## config.mk

```make
export PLATFORM = sky130hd
export DESIGN_NAME = beat_sequencer
export DESIGN_NICKNAME = d
export VERILOG_FILES = /design/src/rtl/beat_sequencer.sv
export SDC_FILE = /design/constraint.sdc
export NUM_CORES = 1
export LEC_CHECK = 0
export ABC_CLOCK_PERIOD_IN_PS = 3150
export CAP_MARGIN = 20
export CORE_MARGIN = 2
export CORE_UTILIZATION = 47
export DETAILED_ROUTE_END_ITERATION = 12
export GPL_TIMING_DRIVEN = 0
export PLACE_DENSITY_LB_ADDON = 0.25
export SYNTH_ARGS = -nofsm -noshare
export SYNTH_HDL_FRONTEND = slang
export SYNTH_SLANG_ARGS = --single-unit
```

## constraint.sdc

```tcl
create_clock -name clk -period 3.15 [get_ports clk]
set_input_delay 0.63 -clock clk [delete_from_list [all_inputs] [get_ports clk]]
set_output_delay 0.63 -clock clk [all_outputs]
set_load 0.005 [all_outputs]
```

## src/rtl/beat_sequencer.sv

```systemverilog
// beat_sequencer: steps a synchronous note ROM one note per rising edge of the beat clock
module beat_sequencer #(
    parameter int ADDR_W   = 6,
    parameter int NOTE_W   = 5,
    parameter int SONG_LEN = 48,
    parameter int REST     = 0
) (
    input  logic              clk,
    input  logic              rst,
    input  logic              beat_clk,
    input  logic              play,
    input  logic              stop,
    output logic [ADDR_W-1:0] rom_addr,
    input  logic [NOTE_W-1:0] rom_data,
    output logic [NOTE_W-1:0] note,
    output logic              note_on,
    output logic              beat_pulse,
    output logic              done
);
    typedef enum logic [2:0] {IDLE, ARM, FETCH, LOAD, PLAY, DONE} state_t;
    localparam logic [ADDR_W-1:0] LAST = ADDR_W'(SONG_LEN - 1);
    state_t state;
    logic   beat_d;
    logic   rise;
    assign rise       = beat_clk & ~beat_d;
    assign beat_pulse = rise;
    always_ff @(posedge clk) begin
        if (rst) begin
            state    <= IDLE;
            rom_addr <= '0;
            note     <= '0;
            note_on  <= 1'b0;
            done     <= 1'b0;
            beat_d   <= 1'b0;
        end else begin
            beat_d <= beat_clk;
            if (stop) begin
                state    <= IDLE;
                rom_addr <= '0;
                note_on  <= 1'b0;
                done     <= 1'b0;
            end else begin
                case (state)
                    IDLE:  if (play) state <= ARM;
                    ARM:   if (rise) state <= FETCH;
                    FETCH: state <= LOAD;
                    LOAD: begin
                        note    <= rom_data;
                        note_on <= rom_data != NOTE_W'(REST);
                        state   <= PLAY;
                    end
                    PLAY: if (rise) begin
                        note_on <= 1'b0;
                        if (rom_addr == LAST) begin
                            state <= DONE;
                            done  <= 1'b1;
                        end else begin
                            rom_addr <= rom_addr + 1'b1;
                            state    <= FETCH;
                        end
                    end
                    DONE: if (play) begin
                        state    <= ARM;
                        rom_addr <= '0;
                        done     <= 1'b0;
                    end
                    default: state <= IDLE;
                endcase
            end
        end
    end
endmodule
```

# --- After elaboration in Yosys (flattened, before gate mapping) ---
# Index checks and enable logic that the tools add are counted.
totals:
  register_bits: 17
  elab_cells: 48
classes:
  reduce_logical: 11
  bitwise_logic: 3
  n_eq_ne: 12
  n_addsub: 1
  muxes: 15
op_table:
  columns: ["cell", "count"]
  rows:
  - ["$mux 6", 3]
  - ["$pmux 3 s5", 1]
  - ["$mux 3", 4]
  - ["$pmux 6 s2", 1]
  - ["$ne 2x2->1 const B", 5]
  - ["$reduce_and 4->1", 2]
  - ["$add 6x1->6 const B", 1]
  - ["$eq 3x2->1 const B", 2]
  - ["$eq 3x3->1 const B", 2]
  - ["$eq 6x6->1 const B", 1]
  - ["$reduce_bool 5->1", 1]
  - ["$mux 1", 4]
  - ["$pmux 1 s2", 2]
  - ["$reduce_and 2->1", 2]
  - ["$reduce_bool 2->1", 2]
  - ["$reduce_or 2->1", 2]
  - ["$eq 3x1->1 const B", 1]
  - ["$logic_not 3->1", 1]
  - ["$reduce_and 3->1", 1]
  - ["$ne 2x1->1 const B", 1]
  - ["$not 1->1", 2]
  - ["$and 1x1->1", 1]

# --- Depth between registers and ports, before layout ---
# Gate-level depths: netlist (run 1).
logic_depth:
  word_depth: 4
  ltp_mapped: 6
  ltp_nobuf: 5

# --- Worst setup path after synthesis (run 1) ---
# OpenSTA, ideal clock, no wires.
synth_path:
  path_kind: "input -> register"
  start: "in stop"
  end: "reg rom_addr[5]"
  cell_stages: 5
  t_required_ps: 3076
  t_arrival_ps: 1674
  n_path_buf: 1
  setup_slack_ps: 1402
  setup_ps: 74
  path_cell_list: "or2_0 > buf_6 > a2111oi_4 > a41oi_1 > a31oi_1"
synth_via:
  elab_chain_len: 1
synth_lines:
  columns: ["item", "line", "text"]
  rows:
  - ["start, declared", "12", "input logic stop,"]
  - ["$reduce_or 2->1 (no line)", null, null]
  - ["end signal, assigned", "58", "rom_addr <= rom_addr + 1'b1;"]
  - ["end, declared", "13", "output logic [ADDR_W-1:0] rom_addr,"]
# Every way passes these cells.
# A chain may end at the register's enable or synchronous reset.

# --- Final worst setup path (run 1) ---
layout_path:
  start: "in beat_clk"
  end: "out beat_pulse"
layout_via:
  elab_chain_len: 1
layout_lines:
  columns: ["item", "line", "text"]
  rows:
  - ["start, declared", "10", "input logic beat_clk,"]
  - ["$and 1x1->1", "25", "assign rise = beat_clk & ~beat_d;"]
  - ["end, declared", "17", "output logic beat_pulse,"]
# Every way passes these cells.

==> results of run 1 <==
worst max-delay path, delay by kind of cell:
family | cells | cell delay (ns)
buffers and inverters | 2 | 1.04
and+or+nand+nor | 1 | 0.24
layout make-up:
type / count / area, µm² / area share
multi-input combinational: 69 / 475 / 0.415
inverter: 3 / 11.3 / 0.00984
timing repair buffer: 23 / 230 / 0.201
sequential: 17 / 340 / 0.297
clock buffer: 4 / 26.3 / 0.0230
tap: 25 / 31.3 / 0.0273
buffer: 5 / 30.0 / 0.0262
state kept, by name, indices dropped and copies added, names as in the netlist:
register	flops
note_on	1
rom_addr	6
note	5
done	1
beat_d	1
state	3
worst max-delay path by stage:
| stage | endpoint | cells after the start |
|---|---|---|
| floorplan | rom_addr[5] | 5 |
| detailed placement | beat_pulse | 3 |
| CTS | beat_pulse | 3 |
| global route | beat_pulse | 3 |
| finish | beat_pulse | 3 |
| global placement | beat_pulse | 3 |
metrics by stage:
step	std cells	cell area [µm²]
after floorplan	94	857
after global placement	142	1120
after global routing	146	1140
after detailed placement	142	1120
final	146	1140
after CTS	146	1140
metal layers:
metal | vias to the layer above | GRT usage | part of all wire
li1 | 394 | - | -
met1 | 348 | 0.267 | 0.51
met2 | 12 | 0.289 | 0.45
met3 | 2 | 0.0549 | 0.031
met4 | 0 | 0.0500 | 0.0077
met5 | - | 0 | 0
where the power goes:
group / total (mW) / switching (mW) / internal, mW
combinational: 0.0487 / 0.0211 / 0.0277
clock: 0.114 / 0.0646 / 0.0490
sequential: 0.221 / 0.00231 / 0.218
layout by cell type, fill, tap and decap left out, types with 2 or more instances in the layout:
cell,netlist,routed
buf_2,3,3
inv_1,3,3
and2b_2,2,2
or3_2,2,2
nor3_1,2,2
nand2_1,7,7
o21ai_0,4,4
clkbuf_4,0,3
clkdlybuf4s50_1,0,23
a31oi_1,3,3
mux2i_1,5,5
nor2_1,10,10
a21oi_1,7,7
nor2b_1,4,4
dfxtp_1,17,17
and3_1,3,3
xnor2_1,2,2
kinds of logic after synthesis:
kind of cell	Yosys count	synth area share
simple gates	36	0.235
compound gates	25	0.226
flops	17	0.397
buf+inv	8	0.0482
mux	5	0.0584
xor+xnor	2	0.0204
fa+ha+maj	1	0.0146
==> metrics.md, run 1 <==
| Metric | Value |
|---|---|
| Status | complete, no violations |
| DRT Wirelength | 1.69 mm |
| Post-route DRC | 0 |
| Avg Cell Area, Syn | 9.12 µm² |
| Total gr overflow | 0 |
| Area added between synthesis and finish | 33.6% |
| Maximum buffer depth of the clock tree | 2 |
| Final Hold Viols | 0 |
| Vias in the first global route | 726 |
| Max_slew headroom | 0.672 |
| Synth unique cells | 35 |
| Critical Path AT | about 1.9 ns |
| Synth area leader | dfxtp_1 |
| Worst path cell trace | clkdlybuf4s50_1 -> nor2b_1 -> clkdlybuf4s50_1 |
| Critical path capture point type | output pin |
| DP HPWL | 1.28 mm |
| Cells after Synth | 94 |
| Fin crit period | 2.55 ns |
| Initial Util | 0.496 |
| Yosys reg bits | 17 |
| CTS clk-pin slew, worst paths | ~0.10 ns |
| Drt via density | 5.18 |
| Setup violators final | 0 |
| I/O pin count | 24 |
| Setup crit start kind | input pin |
| Leakage | 0.401 nW |
| Setup TNS Final | 0 ns |
| Synth Flop Type | dfxtp_1 |
| HP Class | flip-flop to flip-flop |
| Number of synthesized flops with an enable pin | 0 |
| GP Congestion | just over 0.8 |
| DR iter-0 viols | 14 |
| Final Util | 0.663 |
| FF-to-FF setup slack | 1.35 ns |
| Sequential share of the synthesized area | 0.397 |
| R2R Path Start | rom_addr[0] |
| H-tree depth | 1 |
| Initial antenna violation count | 0 |
| Crit Path Max Fanout | 3 |
| Overall Global Routing Usage | 0.191 |
| Syn_nets | 105 |
| CTS tree | yes |
| Clk_lat worst skew | 0.28 ns |
| Slew Limit Fails | 0 |
| Worst R2R Path Depth | 5 |
| Clock Tree Root | clkbuf_4 |
| Routed len/inst | 11.6 µm |
| CTS hold repair buffers | 0 |
| Final Cycle Share | 0.809 |
| Largest net degree at the start of global routing | 11 |
| Die Area | 2180 µm² |
| FF-to-FF End | rom_addr[2] |
| Hold Path Stages | 1 |
| Mapped cell area | 857 µm² |
| Most common cell in the synthesized netlist | dfxtp_1 |
| Postcts setup bufs | 0 |
| Post-CTS Resized | 0 |
| First-pass GRT wire length | 3.02 mm |
| Fraction of registers with async set/reset | 0 |
| Cell mode on critical path | clkdlybuf4s50_1 |
| Yosys Warn Count | 0 |
| Core area | 1730 µm² |
| Port bufs | 23 |
| Max cap viols | 0 |
| Filler cells | around 160 |
| Worst path max stage delay | 0.54 ns |
| P per Cell Area | 334 nW/µm² |
| Worst hold start | rom_addr[5] |
| Drt first pass iters | 4 |
| Via count | 756 |
| Synth top cells by count | dfxtp_1 (17), nor2_1 (10), a21oi_1 (7), nand2_1 (7), mux2i_1 (5) |
| Die W | 46.7 µm |
| TritonCTS buffer count | 3 |
| Slowest-stage cell, CP | clkdlybuf4s50_1 |
| Layout cells sized above 1 | 0.132 |
| Peak VDD IR | around 0.25 mV |
| Nets | 133 |
| Share of the synthesized area in the top cell type | 0.397 |
| Kind of critical path | input pin to output pin |
| DP Worst Slack | 0.623 ns |
| Final worst slack | between 0.6 and 0.7 ns |
| Hold WS | 0.497 ns |
| RSZ-0062 raised after global routing | false |
| Clock Sinks | 17 |
| Required time worst endpoint | 2.52 ns |
| Fmax | slightly below 0.4 GHz |
| Die H | 46.7 µm |
| Worst Hold Path EP | rom_addr[5] |
| Synth area leaders | dfxtp_1 (40%), mux2i_1 (5.8%), nor2_1 (4.4%) |
| N_diodes | 0 |
| ANT nets after route | 0 |
| Critical path startpoint | beat_clk |
| Design Power | 383 µW |
| Worst-Margin Slew | 0.489 ns |
| Clk_skew | 0.00291 ns |
| Row cnt | 15 |
No activity file was read; power rests on OpenSTA's default activity.
==> run 2, diff against run 1 <==
ABC_CLOCK_PERIOD_IN_PS = 2300   (was 3150)
CORE_UTILIZATION = 41   (was 47)
clock period = 2.3 ns   (was 3.15 ns; I/O delays follow)
==> metrics.md, run 2 (synthesized netlist as in run 1, its figures left out) <==
| Metric | Value |
|---|---|
| Initial antenna violation count | 0 (unchanged) |
| Most common cell after layout, fill and taps aside | clkdlybuf4s50_1 (unchanged) |
| Final Cycle Share | 0.939 |
| Fin crit period | about 2.2 ns |
| Nets | 133 (unchanged) |
| Worst-Margin Slew | 0.516 ns (was 0.489 ns) |
| Non-filler instance count after layout | 148 (was 146) |
| Final Util | 0.585 (was 0.663) |
| I/O pin count | 24 (unchanged) |
| Critical path capture point type | output pin (unchanged) |
| Inst Count DP | 144 (was 142) |
| Leakage | 0.401 nW (unchanged) |
| Design Power | 525 µW (was 383 µW) |
| GP Congestion | 0.829 (was 0.831) |
| Biggest register | rom_addr (unchanged) |
| Clk_lat worst skew | 0.28 ns (about the same) |
| Slew Limit Fails | 0 (unchanged) |
| Post-CTS Resized | 0 (unchanged) |
| Peak VDD IR | 0.330 mV (was 0.252 mV) |
| Required time worst endpoint | 1.84 ns (was 2.52 ns) |
| DRT Wirelength | 1.73 mm (was 1.69 mm) |
| Biggest regs | rom_addr (6), note (5), state (3) (unchanged) |
| Clk_skew | 0.00657 ns (was 0.00291 ns) |
| TritonCTS buffer count | 3 (unchanged) |
| Setup crit start kind | input pin (unchanged) |
| Status | complete, no violations (unchanged) |
| DR iter-0 viols | 22 (was 14) |
| N_diodes | 0 (unchanged) |
| HP Class | flip-flop to flip-flop (unchanged) |
| Max cap viols | 0 (unchanged) |
| Port bufs | 23 (unchanged) |
| Kind of critical path | input pin to output pin (unchanged) |
| Largest register FFs | 6 (unchanged) |
| Die Area | 2470 µm² (was 2180 µm²) |
| Row cnt | 16 (was 15) |
| Layout cells sized above 1 | 0.132 (unchanged) |
| Total gr overflow | 0 (unchanged) |
| Overall Global Routing Usage | 0.155 (was 0.191) |
| Crit Path Max Fanout | 3 (unchanged) |
| Die H | 49.7 µm (was 46.7 µm) |
| Clock Sinks | 17 (unchanged) |
| Max_slew headroom | 0.654 (was 0.672) |
| ANT nets after route | 0 (unchanged) |
| P per Cell Area | 458 nW/µm² (was 334 nW/µm²) |
| Drt via density | 5.24 (was 5.18) |
| Initial Util | 0.437 (was 0.496) |
| CTS clk-pin slew, worst paths | 0.10 ns (about the same) |
| Critical Path AT | 1.70 ns (was 1.92 ns) |
| First-pass GRT wire length | 3.00 mm (was 3.02 mm) |
| Routed len/inst | 11.7 µm (was 11.6 µm) |
| Die W | 49.7 µm (was 46.7 µm) |
| Hold WS | 0.499 ns (was 0.497 ns) |
| Setup violators final | 0 (unchanged) |
| Largest net degree at the start of global routing | 11 (unchanged) |
| Core area | 1960 µm² (was 1730 µm²) |
| Clock Tree Root | clkbuf_4 (unchanged) |
| Area added between synthesis and finish | 33.9% (was 33.6%) |
| H-tree depth | 1 (unchanged) |
| Maximum buffer depth of the clock tree | 2 (unchanged) |
| Most frequent cells in the layout | clkdlybuf4s50_1 (23), dfxtp_1 (17), nor2_1 (10), nand2_1 (7), a21oi_1 (7) (unchanged) |
| Final Hold Viols | 0 (unchanged) |
| CTS tree | yes (unchanged) |
| Via count | 775 (was 756) |
| Drt first pass iters | 4 (unchanged) |
| RSZ-0062 raised after global routing | false (unchanged) |
| Post-route DRC | 0 (unchanged) |
| DP HPWL | 1.31 mm (was 1.28 mm) |
| Vias in the first global route | 729 (was 726) |
| Fmax | 0.463 GHz |
| CTS hold repair buffers | 0 (unchanged) |
| Postcts setup bufs | 0 (unchanged) |
==> run 2: cell counts in the layout (fill, tap and decap cells not counted) <==
No cell type changed its count.
==> run 2: worst paths after layout <==
path         depth (start not counted)  slack (ns)   startpoint          end
min reg2reg                          1        0.50  rom_addr[5]  rom_addr[5]
min                                  1        0.50  rom_addr[5]  rom_addr[5]
max reg2reg                          5        0.52  rom_addr[0]  rom_addr[3]
max                                  3        0.14     beat_clk   beat_pulse
==> run 2: final cells by class <==
type	count	area, µm²
Inverter	3	11.3
Multi-Input combinational cell	69	475
Timing Repair Buffer	23	230
Sequential cell	17	340
Buffer	5	30.0
Clock buffer	4	26.3
Fill cell	202	815
Tap cell	27	33.8
==> run 2: where the power goes <==
part | total (mW) | internal (mW) | switching, mW
clock | 0.156 | 0.0673 | 0.0890
sequential | 0.302 | 0.299 | 0.00317
combinational | 0.0669 | 0.0379 | 0.0290
==> run 2: critical path: stages <==
cell             delay [ns]
clkdlybuf4s50_1        0.51
nor2b_1                0.21
clkdlybuf4s50_1        0.52
==> run 2: metrics by stage <==
step | setup WS [ns] | TNS, ns | instance area, µm²
after floorplan | 0.722 | 0 | 857
after global placement | 0.0350 | 0 | 1120
after detailed placement | -0.00328 | -0.00328 | 1120
after CTS | 0.123 | 0 | 1150
after global routing | 0.0378 | 0 | 1150
final | 0.140 | 0 | 1150
==> run 2: metal layers <==
metal	global-route usage	routed length [µm]
met1	0.197	856
met2	0.253	791
met3	0.0364	60
met4	0.0556	25
met5	0	0
==> run 3, diff against run 2 <==
CORE_UTILIZATION = 34   (was 41)
==> metrics.md, run 3 (synthesized netlist as in run 1, its figures left out) <==
| Metric | Value |
|---|---|
| Status | complete, no violations (unchanged) |
| Die H | 54.2 µm (was 49.7 µm) |
| Busiest grt layer | met2 (unchanged) |
| Nets | 133 (unchanged) |
| Initial Util | 0.352 (was 0.437) |
| Area of the multi-input gates | 475 µm² (unchanged) |
| Total gr overflow | 0 (unchanged) |
| GP Congestion | 0.713 (was 0.829) |
| Clock Sinks | 17 (unchanged) |
| Die Area | 2940 µm² (was 2470 µm²) |
| Required time worst endpoint | 1.84 ns (about the same) |
| Crit Path Max Fanout | 3 (unchanged) |
| Drt first pass iters | 4 (unchanged) |
| Met1 usage | 0.189 (was 0.197) |
| CTS tree | yes (unchanged) |
| Reg area | 340 µm² (unchanged) |
| Initial antenna violation count | 0 (unchanged) |
| Die W | 54.2 µm (was 49.7 µm) |
| Peak VDD IR | 0.254 mV (was 0.330 mV) |
| Post-route DRC | 0 (unchanged) |
| CTS clk-pin slew, worst paths | 0.10 ns (about the same) |
| Hold WS | 0.494 ns (was 0.499 ns) |
| Setup TNS Final | 0 ns (unchanged) |
| Port bufs | 23 (unchanged) |
| DP HPWL | 1.32 mm (was 1.31 mm) |
| First-pass GRT wire length | 3.05 mm (was 3.00 mm) |
| Maximum buffer depth of the clock tree | 2 (unchanged) |
| Final Cycle Share | 0.958 (was 0.939) |
| Slew Limit Fails | 0 (unchanged) |
| Final Hold Viols | 0 (unchanged) |
| Leakage | 0.404 nW (was 0.401 nW) |
| Vias in the first global route | 703 (was 729) |
| P per Cell Area | 461 nW/µm² (was 458 nW/µm²) |
| CTS hold repair buffers | 0 (unchanged) |
| Kind of critical path | input pin to output pin (unchanged) |
| TritonCTS buffer count | 3 (unchanged) |
| P_int | 402 µW (was 404 µW) |
| Clk_lat worst skew | 0.30 ns (was 0.28 ns) |
| Max cap viols | 0 (unchanged) |
| Final Util | 0.474 (was 0.585) |
| Max_slew headroom | 0.667 (was 0.654) |
| Fin crit period | 2.20 ns (was 2.16 ns) |
| Largest register FFs | 6 (unchanged) |
| Sw power | 130 µW (was 121 µW) |
| N_diodes | 0 (unchanged) |
| DR iter-0 viols | 3 (was 22) |
| Critical path capture point type | output pin (unchanged) |
| RSZ-0062 raised after global routing | false (unchanged) |
| Biggest regs | rom_addr (6), note (5), state (3) (unchanged) |
| HP Class | flip-flop to flip-flop (unchanged) |
| Setup violators final | 0 (unchanged) |
| GR Util met3 | 0.0250 (was 0.0364) |
| Biggest register | rom_addr (unchanged) |
| Most common cell after layout, fill and taps aside | clkdlybuf4s50_1 (unchanged) |
| Post-CTS Resized | 0 (unchanged) |
| Sw Ratio | 0.245 (was 0.231) |
| Most frequent cells in the layout | clkdlybuf4s50_1 (23), dfxtp_1 (17), nor2_1 (10), nand2_1 (7), a21oi_1 (7) (unchanged) |
| Filler cells | 247 (was 202) |
| Drt via density | 5.06 (was 5.24) |
| GR Layer Usage met2 | 0.217 (was 0.253) |
| Largest net degree at the start of global routing | 11 (unchanged) |
| I/O pin count | 24 (unchanged) |
| Routed len/inst | 11.4 µm (was 11.7 µm) |
| DRT Wirelength | 1.73 mm (about the same) |
| Layout cells sized above 1 | 0.140 (was 0.132) |
| Via count | 764 (was 775) |
| Overall Global Routing Usage | 0.146 (was 0.155) |
| Postcts setup bufs | 0 (unchanged) |
| Core area | 2430 µm² (was 1960 µm²) |
| Fmax | 0.454 GHz (was 0.463 GHz) |
| Clk_skew | 0.00480 ns (was 0.00657 ns) |
| Sequential share of power | 0.569 (was 0.575) |
| Setup crit start kind | input pin (unchanged) |
| ANT nets after route | 0 (unchanged) |
| Clock Tree Root | clkbuf_4 (unchanged) |
| Row cnt | 18 (was 16) |
| H-tree depth | 1 (unchanged) |
| Area added between synthesis and finish | 34.5% (was 33.9%) |
| Logic pwr share | 0.125 (was 0.127) |
| Worst-Margin Slew | 0.497 ns (was 0.516 ns) |
| Critical Path AT | 1.74 ns (was 1.70 ns) |
| Clk pwr share | 0.306 (was 0.298) |
-- run 3: cell types whose count changed in the layout (fill, tap and decap cells not counted), sizes merged --
cell    before  now
clkbuf       4    3
clkinv       0    1
-- run 3: layout make-up --
| cell class | instances | area share |
|---|---|---|
| Multi-Input combinational cell | 69 | 0.413 |
| Sequential cell | 17 | 0.295 |
| Timing Repair Buffer | 23 | 0.200 |
| Tap cell | 30 | 0.0326 |
| Buffer | 5 | 0.0261 |
| Clock buffer | 3 | 0.0195 |
| Inverter | 3 | 0.00977 |
| Clock inverter | 1 | 0.00434 |
-- run 3: worst paths after layout --
| check | from | to | slack [ns] | cells after the start |
|---|---|---|---|---|
| worst min register to register | rom_addr[5] | rom_addr[5] | 0.49 | 1 |
| worst max-delay path | beat_clk | beat_pulse | 0.1 | 3 |
| worst min-delay path | rom_addr[5] | rom_addr[5] | 0.49 | 1 |
| worst max register to register | rom_addr[0] | rom_addr[2] | 0.52 | 5 |
-- run 3: critical path: stages --
cell and delay (ns):
clkdlybuf4s50_1 0.51, nor2b_1 0.23, clkdlybuf4s50_1 0.54
-- run 3: layer usage --
layer,up-vias,wire length [µm]
met5,-,0
met3,4,61
met4,0,36
met2,20,802
met1,345,827
li1,395,-
-- run 3: stage by stage --
| step | setup slack [ns] | total power, mW | instance area, µm² | instances |
|---|---|---|---|---|
| after floorplan | 0.722 | 0.343 | 857 | 94 |
| after global placement | 0.0238 | 0.376 | 1120 | 147 |
| after detailed placement | 0.0183 | 0.376 | 1120 | 147 |
| after CTS | 0.0857 | 0.542 | 1150 | 151 |
| after global routing | 0.0418 | 0.557 | 1150 | 151 |
| final | 0.0960 | 0.532 | 1150 | 151 |
-- run 3: power by group through the flow --
stage | logic (mW) | registers (mW) | clock network, mW
final | 0.0664 | 0.302 | 0.163
after global routing | 0.0731 | 0.303 | 0.180
after CTS | 0.0668 | 0.303 | 0.172
after detailed placement | 0.0665 | 0.309 | 0
after global placement | 0.0664 | 0.309 | 0
after floorplan | 0.0344 | 0.309 | 0
